<file path="src/rtl/regfile_sb.sv">
// Register file with a per-register busy scoreboard for in-order issue / out-of-order writeback.
// Register 0 is hardwired to zero; optional same-cycle writeback forwarding on both read ports.
module regfile_sb #(
  parameter int XLEN   = 32,
  parameter int NREGS  = 32,
  parameter int BYPASS = 1,
  localparam int AW    = $clog2(NREGS)
) (
  input  logic            clk,
  input  logic            rst,
  input  logic [AW-1:0]   rs1,
  input  logic [AW-1:0]   rs2,
  output logic [XLEN-1:0] read_data1,
  output logic [XLEN-1:0] read_data2,
  output logic            busy1,
  output logic            busy2,
  input  logic            issue_en,
  input  logic [AW-1:0]   issue_rd,
  input  logic            wb_en,
  input  logic [AW-1:0]   wb_rd,
  input  logic [XLEN-1:0] wb_data,
  input  logic            flush,
  output logic [AW:0]     busy_count
);

  logic [XLEN-1:0]  regs [NREGS];
  logic [NREGS-1:0] busy;
  logic [NREGS-1:0] busy_nxt;
  logic             wb_act;
  logic             issue_act;

  function automatic logic [AW:0] popcount(input logic [NREGS-1:0] v);
    logic [AW:0] c;
    c = '0;
    for (int i = 0; i < NREGS; i++) c = c + {{AW{1'b0}}, v[i]};
    return c;
  endfunction

  assign wb_act    = wb_en && (wb_rd != '0);
  assign issue_act = issue_en && (issue_rd != '0);

  // Issue is applied after writeback so a same-register issue wins the busy bit.
  always_comb begin
    busy_nxt = busy;
    if (flush) begin
      busy_nxt = '0;
    end else begin
      if (wb_act)    busy_nxt[wb_rd]    = 1'b0;
      if (issue_act) busy_nxt[issue_rd] = 1'b1;
    end
  end

  always_ff @(posedge clk) begin
    if (rst) begin
      for (int i = 0; i < NREGS; i++) regs[i] <= '0;
      busy       <= '0;
      busy_count <= '0;
    end else begin
      if (wb_act) regs[wb_rd] <= wb_data;
      busy       <= busy_nxt;
      busy_count <= popcount(busy_nxt);
    end
  end

  always_comb begin
    read_data1 = (rs1 == '0) ? '0 : regs[rs1];
    read_data2 = (rs2 == '0) ? '0 : regs[rs2];
    busy1      = (rs1 == '0) ? 1'b0 : busy[rs1];
    busy2      = (rs2 == '0) ? 1'b0 : busy[rs2];
    if (BYPASS != 0) begin
      if (wb_act && (wb_rd == rs1)) begin
        read_data1 = wb_data;
        busy1      = issue_en && (issue_rd == rs1);
      end
      if (wb_act && (wb_rd == rs2)) begin
        read_data2 = wb_data;
        busy2      = issue_en && (issue_rd == rs2);
      end
    end
  end

endmodule
</file>
<file path="config.mk">
export PLATFORM = sky130hd
export DESIGN_NAME = regfile_sb
export DESIGN_NICKNAME = d
export VERILOG_FILES = /design/src/rtl/regfile_sb.sv
export SDC_FILE = /design/constraint.sdc
export NUM_CORES = 2
export LEC_CHECK = 0
export CAP_MARGIN = 20
export CORE_AREA = 3 3 412 414
export CTS_CLUSTER_SIZE = 8
export DETAILED_ROUTE_END_ITERATION = 10
export DIE_AREA = 0 0 415 417
export GPL_ROUTABILITY_DRIVEN = 0
export MAX_ROUTING_LAYER = met4
export PLACE_DENSITY_LB_ADDON = 0.12
export SKIP_LAST_GASP = 1
export SYNTH_ARGS = -nofsm -noshare
export SYNTH_HDL_FRONTEND = slang
export SYNTH_SLANG_ARGS = --single-unit
</file>
<file path="constraint.sdc">
create_clock -name clk -period 15.05 [get_ports clk]
set_input_delay 4.515 -clock clk [delete_from_list [all_inputs] [get_ports clk]]
set_output_delay 4.515 -clock clk [all_outputs]
set_load 0.01 [all_outputs]
</file>
==> flow_metrics.py <==
metrics = {
    "critical_path": {
        "crit_chain": "clkdlybuf4s50_1, or3_1, o21ai_2, nor4_4, nor2_4, buf_4, a32o_1, clkdlybuf4s50_1",
        "required_ps": 10540,
        "crit_start": "wb_rd[2]",
        "regToRegSetupSlack_ps": 9990,
        "ff2ff_path_depth": 17,
        "r2r_start": "busy[19]",
        "path_common_cell": "clkdlybuf4s50_1",
        "crit_path_start_kind": "input port",
        "crit_slowest_cell": "clkdlybuf4s50_1",
        "path_max_fanout": 17,
        "worstSetupPathType": "in2out",
        "end_kind": "output port",
        "arrival_ps": 8330,
        "slowest_delay_ps": 760,
        "crit_end": "read_data1[12]",
        "r2r-end": "busy_count[4]",
    },
    "sta": {
        "rsz0062_at_grt": "no",
        "fin_skew_ps": 12.28,
        "setup_violations": 0,
        "slew_violations": 0,
        "worstMarginPinSlew_ps": 1160,
        "max_freq_mhz": 77.87,
        "fin_tns_setup_ps": 0,
        "finalCritPeriodShare_pct": 85.33,
        "setup_ws_ps": 2208,
        "hold_viol": 0,
        "slew_headroom_pct": 22.66,
        "post-route-min-period_ps": 12840,
    },
    "place": {
        "hpwl_um": 132900,
        "preCtsSetupSlack_ps": 2293,
        "port_buffers": 128,
    },
    "logic_synthesis": {
        "synth_area_leaders": "edfxtp_1, mux4_2, and2_1",
        "ys_ff_latch": 1062,
        "syn_area_per_cell_um2": 14.11,
        "synth-async-reset-ratio_pct": 0,
        "yosysTopAreaCell": "edfxtp_1",
        "synth_seq_area_share_pct": 54.29,
        "synth-edff-count": 1024,
        "synthCells": 4113,
        "ys_types": 58,
        "syn_area_um2": 58040,
        "synth_top_area_share_pct": 52.98,
        "yosysWarnings": 0,
        "synth_ff_type": "edfxtp_1",
    },
    "clock_tree": {
        "postCtsHoldBufs": 0,
        "cts_tree": "built",
        "path_clk_slew_ps": 50,
        "clock_latency_ps": 770,
        "clk_path_buf_depth": 3,
        "cts_max_level": 4,
        "cts_resized": 0,
        "cts_inserted_buffers": 152,
        "numClockSinks": 1062,
        "root_buffer": "clkbuf_16",
        "cts_setup_buffers": 0,
    },
    "worst_hold_path": {
        "hold_class": "reg2reg",
    },
    "drt": {
        "drc": 0,
        "drtAntennaViolNets": 0,
        "viasPerCell": 6.060,
        "first_pass_iters": 6,
        "drtIter0Drc": 5152,
        "vias": 38690,
        "wl_um": 237400,
        "wl_per_cell_um": 37.19,
    },
    "power_and_ir_drop": {
        "peakVddDrop_uv": 114.4,
        "power-per-cell-area_nw_per_um2": 115.1,
        "cellLeakagePower_nw": 22.94,
    },
    "grt": {
        "grt_pass1_vias": 39400,
        "grt_use_total_pct": 27.99,
        "grt_max_degree": 102,
        "overflow": 0,
        "grt_pass1_wl_um": 328300,
        "antenna_found_initial": 22,
    },
    "floorplan": {
        "core_um2": 166700,
        "fp.dieW_um": 415,
        "die_area_um2": 173100,
        "start_util_pct": 34.83,
        "num_rows": 150,
        "ios": 129,
        "die_y_um": 417,
    },
    "finish": {
        "num-nets-final": 4220,
        "area_delta_synth_final_pct": 14.04,
        "nFillCells": 15330,
        "drive_gt1_share_pct": 21.38,
    },
    "run_status": {
        "status": "finished clean",
    },
    "flow_run": {
        "max-cap-violations": 0,
    },
}
## final cells by class
type	count	area, um2	share of cell area, %
clock inverter	14	160.2	0.2420
tap	2204	2758	4.167
multi-input combinational	2611	25160	38.01
clock buffer	171	3896	5.887
inverter	26	97.59	0.1475
timing repair buffer	279	2562	3.872
sequential	1062	31510	47.61
antenna	17	42.54	0.06427
## per-stage QoR
| stage | cells | instance area (um2) | util (%) | power (mW) | hold WS [ps] |
|---|---|---|---|---|---|
| 2_1_floorplan | 4144 | 58160 | - | 4.077 | 541.4 |
| 3_3_place_gp | 6181 | 62060 | 37.24 | 4.554 | 592.9 |
| 3_5_place_dp | 6182 | 62090 | 37.25 | 4.553 | 609.7 |
| 4_1_cts | 6367 | 66140 | 39.69 | 7.672 | 625.7 |
| 5_1_grt | 6372 | 66160 | 39.70 | 7.832 | 679.9 |
| 6_report | 6384 | 66190 | 39.71 | 7.617 | 624.4 |
## cells in the mapped netlist, types with 13 or more instances
library cell and n:
nor2_1 89, mux2i_1 246, mux2_2 55, and2_1 933, inv_1 25, o22ai_1 58, dfxtp_1 38, buf_4 21
and3_1 65, o221ai_1 68, clkbuf_1 311, a21oi_1 63, a221o_1 38, nand3_1 30, fa_1 24, a21o_1 14
a221oi_1 16, a32o_1 64, o21ai_0 48, buf_1 27, o21bai_1 18, nor2b_1 36, nand2_1 135, buf_2 78
a22oi_1 50, edfxtp_1 1024, nor3_1 18, mux4_2 414, nand2b_1 13
## power by group
group / total, mW / switching (mW) / leakage, nW / internal [mW]
clock: 3.11 / 1.29 / 1.98 / 1.82
combinational: 1.01 / 0.612 / 10.9 / 0.399
sequential: 3.49 / 0.0849 / 10.1 / 3.41
total: 7.62 / 1.99 / 22.9 / 5.63
## layout by cell type (no fill, tap or decap), drive strengths merged, types with 65 or more instances in the layout
cell type         n
and3             65
clkbuf          172
buf             165
mux2i           246
nor2             89
edfxtp         1024
nand2           135
o221ai           68
mux4            414
clkdlybuf4s50   113
and2            933
## state kept, by name, summed over array words and instances, names as in the netlist
signal	count
busy_count	6
regs	1024
busy	32
## cell families (layout without fill, tap and decap cells)
logic type	Yosys count	count (layout)	synth area share (%)
AOI/OAI and AO/OA	455	455	5.924
and+or+nand+nor	1356	1356	13.64
xor gates and xnor gates	22	22	0.3320
muxes	715	715	21.37
DFF	1062	1062	54.29
buffers and inverters	471	490	3.454
other	1	49	0.006461
adders and majority gates	31	31	0.9787
## layer usage
layer	track usage [%]	routed length (um)
met2	44.62	114000
met5	-	0
met1	36.08	97780
met4	10.98	9822
met3	4.247	15850
## critical path, delay by kind of cell
kind	cells	cell delay, ps
AO/OA/AOI/OAI	2	680
AND/OR/NAND/NOR	3	1320
buffers and inverters	3	1780
## how the worst min path moves through the flow
| stage | from | to | cells after the start |
|---|---|---|---|
| 6_report | busy[5] | busy[5] | 2 |
| 5_1_grt | busy[9] | busy[9] | 2 |
| 4_1_cts | busy[5] | busy[5] | 2 |
| 3_5_place_dp | busy[5] | busy[5] | 2 |
| 3_3_place_gp | busy[5] | busy[5] | 2 |
| 2_1_floorplan | busy[6] | busy[6] | 2 |
Power figures use the tool's default switching activity.
